==> src/rtl/riscv_load_tag_queue_if.sv <==
// Load issue / response / destination-tag write bundle for riscv_load_tag_queue.
// The master side issues loads and returns responses; the slave side is the queue.
interface riscv_load_tag_queue_if #(
   parameter int TAG_WIDTH      = 1,
   parameter int REG_ADDR_WIDTH = 5
);
   logic                      req_valid_i;
   logic                      req_ready_o;
   logic [TAG_WIDTH-1:0]      req_rs1_tag_i;
   logic [REG_ADDR_WIDTH-1:0] req_rd_addr_i;
   logic                      rsp_valid_i;
   logic [TAG_WIDTH-1:0]      rsp_mem_tag_i;
   logic                      rsp_we_i;
   logic                      tag_we_o;
   logic [REG_ADDR_WIDTH-1:0] tag_waddr_o;
   logic [TAG_WIDTH-1:0]      tag_wdata_o;

   modport master (
      output req_valid_i, req_rs1_tag_i, req_rd_addr_i,
      output rsp_valid_i, rsp_mem_tag_i, rsp_we_i,
      input  req_ready_o, tag_we_o, tag_waddr_o, tag_wdata_o
   );

   modport slave (
      input  req_valid_i, req_rs1_tag_i, req_rd_addr_i,
      input  rsp_valid_i, rsp_mem_tag_i, rsp_we_i,
      output req_ready_o, tag_we_o, tag_waddr_o, tag_wdata_o
   );
endinterface

==> src/rtl/riscv_load_tag_queue.sv <==
// In-order queue of outstanding load tag contexts; emits a registered destination-tag write per response.
// Optional macro LOAD_TAG_CHECK_EN adds tcr_chk_i / load_tag_exc_o address-tag checking.
module riscv_load_tag_queue #(
   parameter int TAG_WIDTH      = 1,
   parameter int DEPTH          = 2,
   parameter int REG_ADDR_WIDTH = 5
) (
   input  logic                          clk,
   input  logic                          rst_n,
   riscv_load_tag_queue_if.slave         bus,
   input  logic [31:0]                   tpr_i,
   input  logic                          flush_i,
`ifdef LOAD_TAG_CHECK_EN
   input  logic                          tcr_chk_i,
   output logic                          load_tag_exc_o,
`endif
   output logic [$clog2(DEPTH+1)-1:0]    count_o,
   output logic                          rsp_err_o
);

   localparam int PTR_W = (DEPTH > 1) ? $clog2(DEPTH) : 1;
   localparam int CNT_W = $clog2(DEPTH+1);

   // TPR field positions and propagation modes, mirroring riscv_defines
   localparam int LOADSTORE_HIGH           = 19;
   localparam int LOADSTORE_LOW            = 18;
   localparam int LOADSTORE_EN_SOURCE_ADDR = 17;
   localparam int LOADSTORE_EN_SOURCE      = 16;

   localparam logic [1:0] ALU_MODE_OLD   = 2'b00;
   localparam logic [1:0] ALU_MODE_AND   = 2'b01;
   localparam logic [1:0] ALU_MODE_OR    = 2'b10;
   localparam logic [1:0] ALU_MODE_CLEAR = 2'b11;

   logic [TAG_WIDTH-1:0]      rs1_tag_q [DEPTH];
   logic [REG_ADDR_WIDTH-1:0] rd_addr_q [DEPTH];
   logic [1:0]                mode_q    [DEPTH];
   logic [DEPTH-1:0]          en_a_q;
   logic [DEPTH-1:0]          en_b_q;

   logic [PTR_W-1:0]          wr_ptr_q, wr_ptr_d;
   logic [PTR_W-1:0]          rd_ptr_q, rd_ptr_d;
   logic [CNT_W-1:0]          count_q, count_d;
   logic                      tag_we_q, tag_we_d;
   logic [REG_ADDR_WIDTH-1:0] tag_waddr_q, tag_waddr_d;
   logic [TAG_WIDTH-1:0]      tag_wdata_q, tag_wdata_d;
   logic                      rsp_err_q, rsp_err_d;

   logic                      full;
   logic                      empty;
   logic                      push;
   logic                      pop;
   logic [TAG_WIDTH-1:0]      src_a;
   logic [TAG_WIDTH-1:0]      src_b;
   logic [TAG_WIDTH-1:0]      result;
   logic                      mode_writes;

   assign full  = (count_q == CNT_W'(DEPTH));
   assign empty = (count_q == '0);

   // Flush wins over both sides; a response on an empty queue never sees a same-cycle push
   assign push = bus.req_valid_i && !full  && !flush_i;
   assign pop  = bus.rsp_valid_i && !empty && !flush_i;

   always_comb begin
      src_a       = rs1_tag_q[rd_ptr_q] & {TAG_WIDTH{en_a_q[rd_ptr_q]}};
      src_b       = bus.rsp_mem_tag_i   & {TAG_WIDTH{en_b_q[rd_ptr_q]}};
      result      = '0;
      mode_writes = 1'b0;
      case (mode_q[rd_ptr_q])
         ALU_MODE_AND:   begin result = src_a & src_b; mode_writes = 1'b1; end
         ALU_MODE_OR:    begin result = src_a | src_b; mode_writes = 1'b1; end
         ALU_MODE_CLEAR: begin result = '0;            mode_writes = 1'b1; end
         default:        begin result = '0;            mode_writes = 1'b0; end
      endcase
   end

   always_comb begin
      wr_ptr_d    = wr_ptr_q;
      rd_ptr_d    = rd_ptr_q;
      count_d     = count_q;
      tag_waddr_d = tag_waddr_q;
      tag_wdata_d = tag_wdata_q;
      tag_we_d    = pop && bus.rsp_we_i && mode_writes;
      rsp_err_d   = bus.rsp_valid_i && empty && !flush_i;
      if (flush_i) begin
         wr_ptr_d = '0;
         rd_ptr_d = '0;
         count_d  = '0;
      end else begin
         if (push) wr_ptr_d = wr_ptr_q + PTR_W'(1);
         if (pop)  rd_ptr_d = rd_ptr_q + PTR_W'(1);
         if (push && !pop)      count_d = count_q + CNT_W'(1);
         else if (pop && !push) count_d = count_q - CNT_W'(1);
      end
      if (pop) begin
         tag_waddr_d = rd_addr_q[rd_ptr_q];
         tag_wdata_d = result;
      end
   end

   // Entry payload needs no reset: it is only read behind a non-zero count
   always_ff @(posedge clk) begin
      if (push) begin
         rs1_tag_q[wr_ptr_q] <= bus.req_rs1_tag_i;
         rd_addr_q[wr_ptr_q] <= bus.req_rd_addr_i;
         mode_q[wr_ptr_q]    <= tpr_i[LOADSTORE_HIGH:LOADSTORE_LOW];
         en_a_q[wr_ptr_q]    <= tpr_i[LOADSTORE_EN_SOURCE_ADDR];
         en_b_q[wr_ptr_q]    <= tpr_i[LOADSTORE_EN_SOURCE];
      end
   end

   always_ff @(posedge clk or negedge rst_n) begin
      if (!rst_n) begin
         wr_ptr_q    <= '0;
         rd_ptr_q    <= '0;
         count_q     <= '0;
         tag_we_q    <= 1'b0;
         tag_waddr_q <= '0;
         tag_wdata_q <= '0;
         rsp_err_q   <= 1'b0;
      end else begin
         wr_ptr_q    <= wr_ptr_d;
         rd_ptr_q    <= rd_ptr_d;
         count_q     <= count_d;
         tag_we_q    <= tag_we_d;
         tag_waddr_q <= tag_waddr_d;
         tag_wdata_q <= tag_wdata_d;
         rsp_err_q   <= rsp_err_d;
      end
   end

`ifdef LOAD_TAG_CHECK_EN
   logic load_tag_exc_q, load_tag_exc_d;

   assign load_tag_exc_d = pop && tcr_chk_i && (rs1_tag_q[rd_ptr_q] != '0);

   always_ff @(posedge clk or negedge rst_n) begin
      if (!rst_n) load_tag_exc_q <= 1'b0;
      else        load_tag_exc_q <= load_tag_exc_d;
   end

   assign load_tag_exc_o = load_tag_exc_q;
`endif

   assign bus.req_ready_o = !full;
   assign bus.tag_we_o    = tag_we_q;
   assign bus.tag_waddr_o = tag_waddr_q;
   assign bus.tag_wdata_o = tag_wdata_q;
   assign count_o         = count_q;
   assign rsp_err_o       = rsp_err_q;

endmodule

==> src/flat_wrapper.sv <==
// flat-port wrapper written by rule: the top's interface ports become plain ports
module riscv_load_tag_queue_flat 
#(
   parameter int TAG_WIDTH      = 1,
   parameter int DEPTH          = 2,
   parameter int REG_ADDR_WIDTH = 5
)
  (clk, rst_n, tpr_i, flush_i, count_o, rsp_err_o, bus_req_valid_i, bus_req_rs1_tag_i, bus_req_rd_addr_i, bus_rsp_valid_i, bus_rsp_mem_tag_i, bus_rsp_we_i, bus_req_ready_o, bus_tag_we_o, bus_tag_waddr_o, bus_tag_wdata_o);
  riscv_load_tag_queue_if #(.TAG_WIDTH(TAG_WIDTH), .REG_ADDR_WIDTH(REG_ADDR_WIDTH)) bus_i ();
  input  logic clk;
  input  logic rst_n;
  input  logic [31:0] tpr_i;
  input  logic flush_i;
  output logic [$clog2(DEPTH+1)-1:0] count_o;
  output logic rsp_err_o;
  input wire logic [$bits(bus_i.req_valid_i)-1:0] bus_req_valid_i;
  input wire logic [$bits(bus_i.req_rs1_tag_i)-1:0] bus_req_rs1_tag_i;
  input wire logic [$bits(bus_i.req_rd_addr_i)-1:0] bus_req_rd_addr_i;
  input wire logic [$bits(bus_i.rsp_valid_i)-1:0] bus_rsp_valid_i;
  input wire logic [$bits(bus_i.rsp_mem_tag_i)-1:0] bus_rsp_mem_tag_i;
  input wire logic [$bits(bus_i.rsp_we_i)-1:0] bus_rsp_we_i;
  output wire logic [$bits(bus_i.req_ready_o)-1:0] bus_req_ready_o;
  output wire logic [$bits(bus_i.tag_we_o)-1:0] bus_tag_we_o;
  output wire logic [$bits(bus_i.tag_waddr_o)-1:0] bus_tag_waddr_o;
  output wire logic [$bits(bus_i.tag_wdata_o)-1:0] bus_tag_wdata_o;
  assign bus_i.req_valid_i = bus_req_valid_i;
  assign bus_i.req_rs1_tag_i = bus_req_rs1_tag_i;
  assign bus_i.req_rd_addr_i = bus_req_rd_addr_i;
  assign bus_i.rsp_valid_i = bus_rsp_valid_i;
  assign bus_i.rsp_mem_tag_i = bus_rsp_mem_tag_i;
  assign bus_i.rsp_we_i = bus_rsp_we_i;
  assign bus_req_ready_o = bus_i.req_ready_o;
  assign bus_tag_we_o = bus_i.tag_we_o;
  assign bus_tag_waddr_o = bus_i.tag_waddr_o;
  assign bus_tag_wdata_o = bus_i.tag_wdata_o;
  riscv_load_tag_queue #(.TAG_WIDTH(TAG_WIDTH), .DEPTH(DEPTH), .REG_ADDR_WIDTH(REG_ADDR_WIDTH)) u_core (.clk(clk), .rst_n(rst_n), .bus(bus_i), .tpr_i(tpr_i), .flush_i(flush_i), .count_o(count_o), .rsp_err_o(rsp_err_o));
endmodule
==> config.mk <==
export PLATFORM = sky130hd
export DESIGN_NAME = riscv_load_tag_queue_flat
export DESIGN_NICKNAME = d
export VERILOG_FILES = /design/src/rtl/riscv_load_tag_queue_if.sv /design/src/rtl/riscv_load_tag_queue.sv /design/src/flat_wrapper.sv
export SDC_FILE = /design/constraint.sdc
export NUM_CORES = 1
export LEC_CHECK = 0
export ABC_AREA = 0
export CORE_MARGIN = 2
export CORE_UTILIZATION = 30
export DETAILED_ROUTE_END_ITERATION = 10
export PLACE_DENSITY_LB_ADDON = 0.12
export SYNTH_ARGS = -nofsm -noshare
export SYNTH_HDL_FRONTEND = slang
export SYNTH_SLANG_ARGS = --single-unit
export TNS_END_PERCENT = 30
==> constraint.sdc <==
create_clock -name clk -period 4.7 [get_ports clk]
set_input_delay 0.94 -clock clk [delete_from_list [all_inputs] [get_ports clk]]
set_output_delay 0.94 -clock clk [all_outputs]
set_load 0.01 [all_outputs]
==> run summary <==
Initial antenna violation count -> 0
Tmin final -> 2.71 ns
FFs w/ async S/R, synth -> 37.5%
Hold Buf Count CTS -> 0
Top Ports -> 56
Clock buffer count from CTS -> 5
FP Rows -> 24
Final Hold Viols -> 0
Die width -> 70.7 um
Mapped cell area -> 1340 um2
DIE AREA -> 5000 um2
Share of cells above drive strength 1 -> 19.0%
Clk sinks -> 32
Mapped Nets -> 139
ANT nets after route -> 0
Die height -> 70.7 um
Critical Path RT -> 4.68 ns
Vias/cell -> 4.47
Slew headroom -> 37.2%
Vias in the first global route -> 823
PD cells -> 365 nW/um2
RSZ-0062 raised after global routing -> no
CTS resizes -> 0
Root buf cell -> clkbuf_8
Largest net degree at the start of global routing -> 13
Status -> completed
Worst R2R End -> u_core.rd_addr_q[1][2]$_DFFE_PP_
Post-route DRC -> 0
Ant diodes -> 0
Least-Margin Pin Slew -> 0.940 ns
Worst reg2reg path depth -> 4
Critical path type -> in -> reg
Critical path arrival -> 2.69 ns
CTS tree -> done
Synth Register Bits -> 32
Synth cell types -> 27
TritonRoute pass-1 iters -> 4
Fin crit share -> 57.7%
CTS H-Tree Depth -> 2
Worst setup EP type -> flip-flop
Hold slack -> 0.526 ns
Hold Path Origin -> u_core.bus.tag_waddr_o[2]$_DFFE_PN0N_
Total GRT Usage -> 10.3%
Hold Path Sink -> u_core.bus.tag_waddr_o[2]$_DFFE_PN0N_
Hold WC Path Type -> reg -> reg
Syn Area/Cell -> 14.7 um2
Reg clk slew, reported paths -> 0.06 ns
Core area -> 4320 um2
Routed WL -> 2.32 mm
R2r setup slk -> 2.54 ns
Setup TNS -> 0 ns
Setup-failing EPs final -> 0
Hold depth -> 2
Clk_lat worst skew -> 0.27 ns
Gr ovfl total -> 0
Top_reg_cell synth -> edfxtp_1
DP HPWL -> 1.64 mm
Fin. max-slew vios -> 0
Post-synth EDFFs -> 20
Beginning of the worst register-to-register path -> u_core.count_o[0]$_DFFE_PN0P_
Setup Skew -> 0.00749 ns
Maximum resistive drop on vdd -> 207 uV
Leakage -> 0.637 nW
Fillcell total -> 427
Max-Cap Viols -> 0
Routed len/inst -> 13.0 um
Vias -> 795
Post-CTS Setup Bufs -> 0
Initial DRC count -> 37
Warnings from Yosys -> 0
CP startpoint kind -> input port
Nets -> 173
Syn Inst Count -> 91
Initial Util -> 30.9%
FMAX -> 0.369 GHz
Seq/Total Area, Yosys -> 67.5%
Crit-path max FO -> 6
Power, Total -> 638 uW
GP Congestion -> 0.734
Layout area overhead -> 30.8%
First-pass GRT wire length -> 3.81 mm
Finished Core Util -> 40.4%
CTS max path bufs -> 2
Port bufs -> 27
## sequential cells by signal, indices dropped and copies added, names as in the netlist
register / cells
u_core.rsp_err_o: 1
u_core.bus.tag_waddr_o: 5
u_core.bus.tag_wdata_o: 1
u_core.rs1_tag_q: 2
u_core.mode_q: 4
u_core.rd_addr_q: 10
u_core.wr_ptr_q: 1
u_core.bus.tag_we_o: 1
u_core.count_o: 2
u_core.en_a_q: 2
u_core.en_b_q: 2
u_core.rd_ptr_q: 1
## power by group
group	total, mW	switching (mW)	internal [mW]
registers	0.338	0.0154	0.323
logic	0.0992	0.0422	0.0570
clock network	0.201	0.0979	0.103
total	0.638	0.155	0.482
## cells in the final DEF (no fill, tap or decap), drive strengths merged, types with 2 or more instances in the layout
cell type / netlist / routed
a21oi: 6 / 6
buf: 2 / 2
clkbuf: 0 / 5
clkdlybuf4s50: 0 / 27
clkinv: 0 / 3
dfrtp: 12 / 12
edfxtp: 20 / 20
ha: 3 / 3
inv: 3 / 3
mux2i: 8 / 8
nand2: 5 / 5
nand2b: 3 / 3
nand3: 2 / 2
nor2: 11 / 11
nor3: 2 / 2
o21ai: 5 / 5
xor2: 2 / 2
## worst max-delay path by stage
stage                                                   to       startpoint  slack [ns]  cells past startpoint
after floorplan                 u_core.en_a_q[1]$_DFFE_PP_  bus_req_valid_i        2.45                      2
after global placement    u_core.rd_addr_q[1][1]$_DFFE_PP_  bus_req_valid_i        1.71                      4
after detailed placement  u_core.rd_addr_q[1][1]$_DFFE_PP_  bus_req_valid_i        1.60                      4
after CTS                 u_core.rd_addr_q[1][2]$_DFFE_PP_  bus_req_valid_i        1.89                      4
after global routing      u_core.rd_addr_q[1][2]$_DFFE_PP_  bus_req_valid_i        1.83                      4
final                     u_core.rd_addr_q[1][2]$_DFFE_PP_  bus_req_valid_i        1.99                      4
## area by class of cell
cell class,instances,area (um2),share of cell area [%]
clock buffer,5,68.8,3.94
clock inverter,3,18.8,1.07
inverter,3,11.3,0.645
multi-input combinational,54,397,22.7
sequential,32,901,51.6
tap,52,65.1,3.72
timing repair buffer,29,285,16.3
## cell usage after synthesis (2+ instances only)
cell type  number  area share, %
nand3_1         2           0.75
edfxtp_1       20             45
nand2_1         5            1.4
xor2_1          2            1.3
dfrtp_1        12             22
a21oi_2         5            3.3
o21ai_0         5            1.9
nor2_1          4            1.1
ha_1            3            2.8
mux2i_1         8            6.0
nor3_1          2           0.75
inv_1           3           0.84
nor2_2          6            2.8
## cells by family after synthesis
group	share of synthesized area, %
AO/OA/AOI/OAI	8.06
XOR/XNOR	1.31
adder cells (fa/ha/maj)	2.81
buffers and inverters	2.81
flip-flops	67.5
multiplexers	6.00
AND/OR/NAND/NOR	11.5
## through the flow
stage,cells,setup slack [ns],area [um2]
2_1_floorplan,91,2.45,1340
3_3_place_gp,170,1.71,1660
3_5_place_dp,170,1.60,1660
4_1_cts,178,1.89,1750
5_1_grt,178,1.83,1750
6_report,178,1.99,1750
## worst max-delay path, cell delays in order
cell	delay, ns
clkdlybuf4s50_1	0.54
nand2_1	0.13
nor3b_1	0.79
buf_4	0.29
## routing by layer
layer	up-vias	share of wire, %	GRT usage (%)
met1	381	47	13.3
met4	0	0.73	5.03
met2	17	48	15.3
met5	-	0	0
li1	395	-	-
met3	2	4.1	3.70
(Power assumes the default switching activity.)
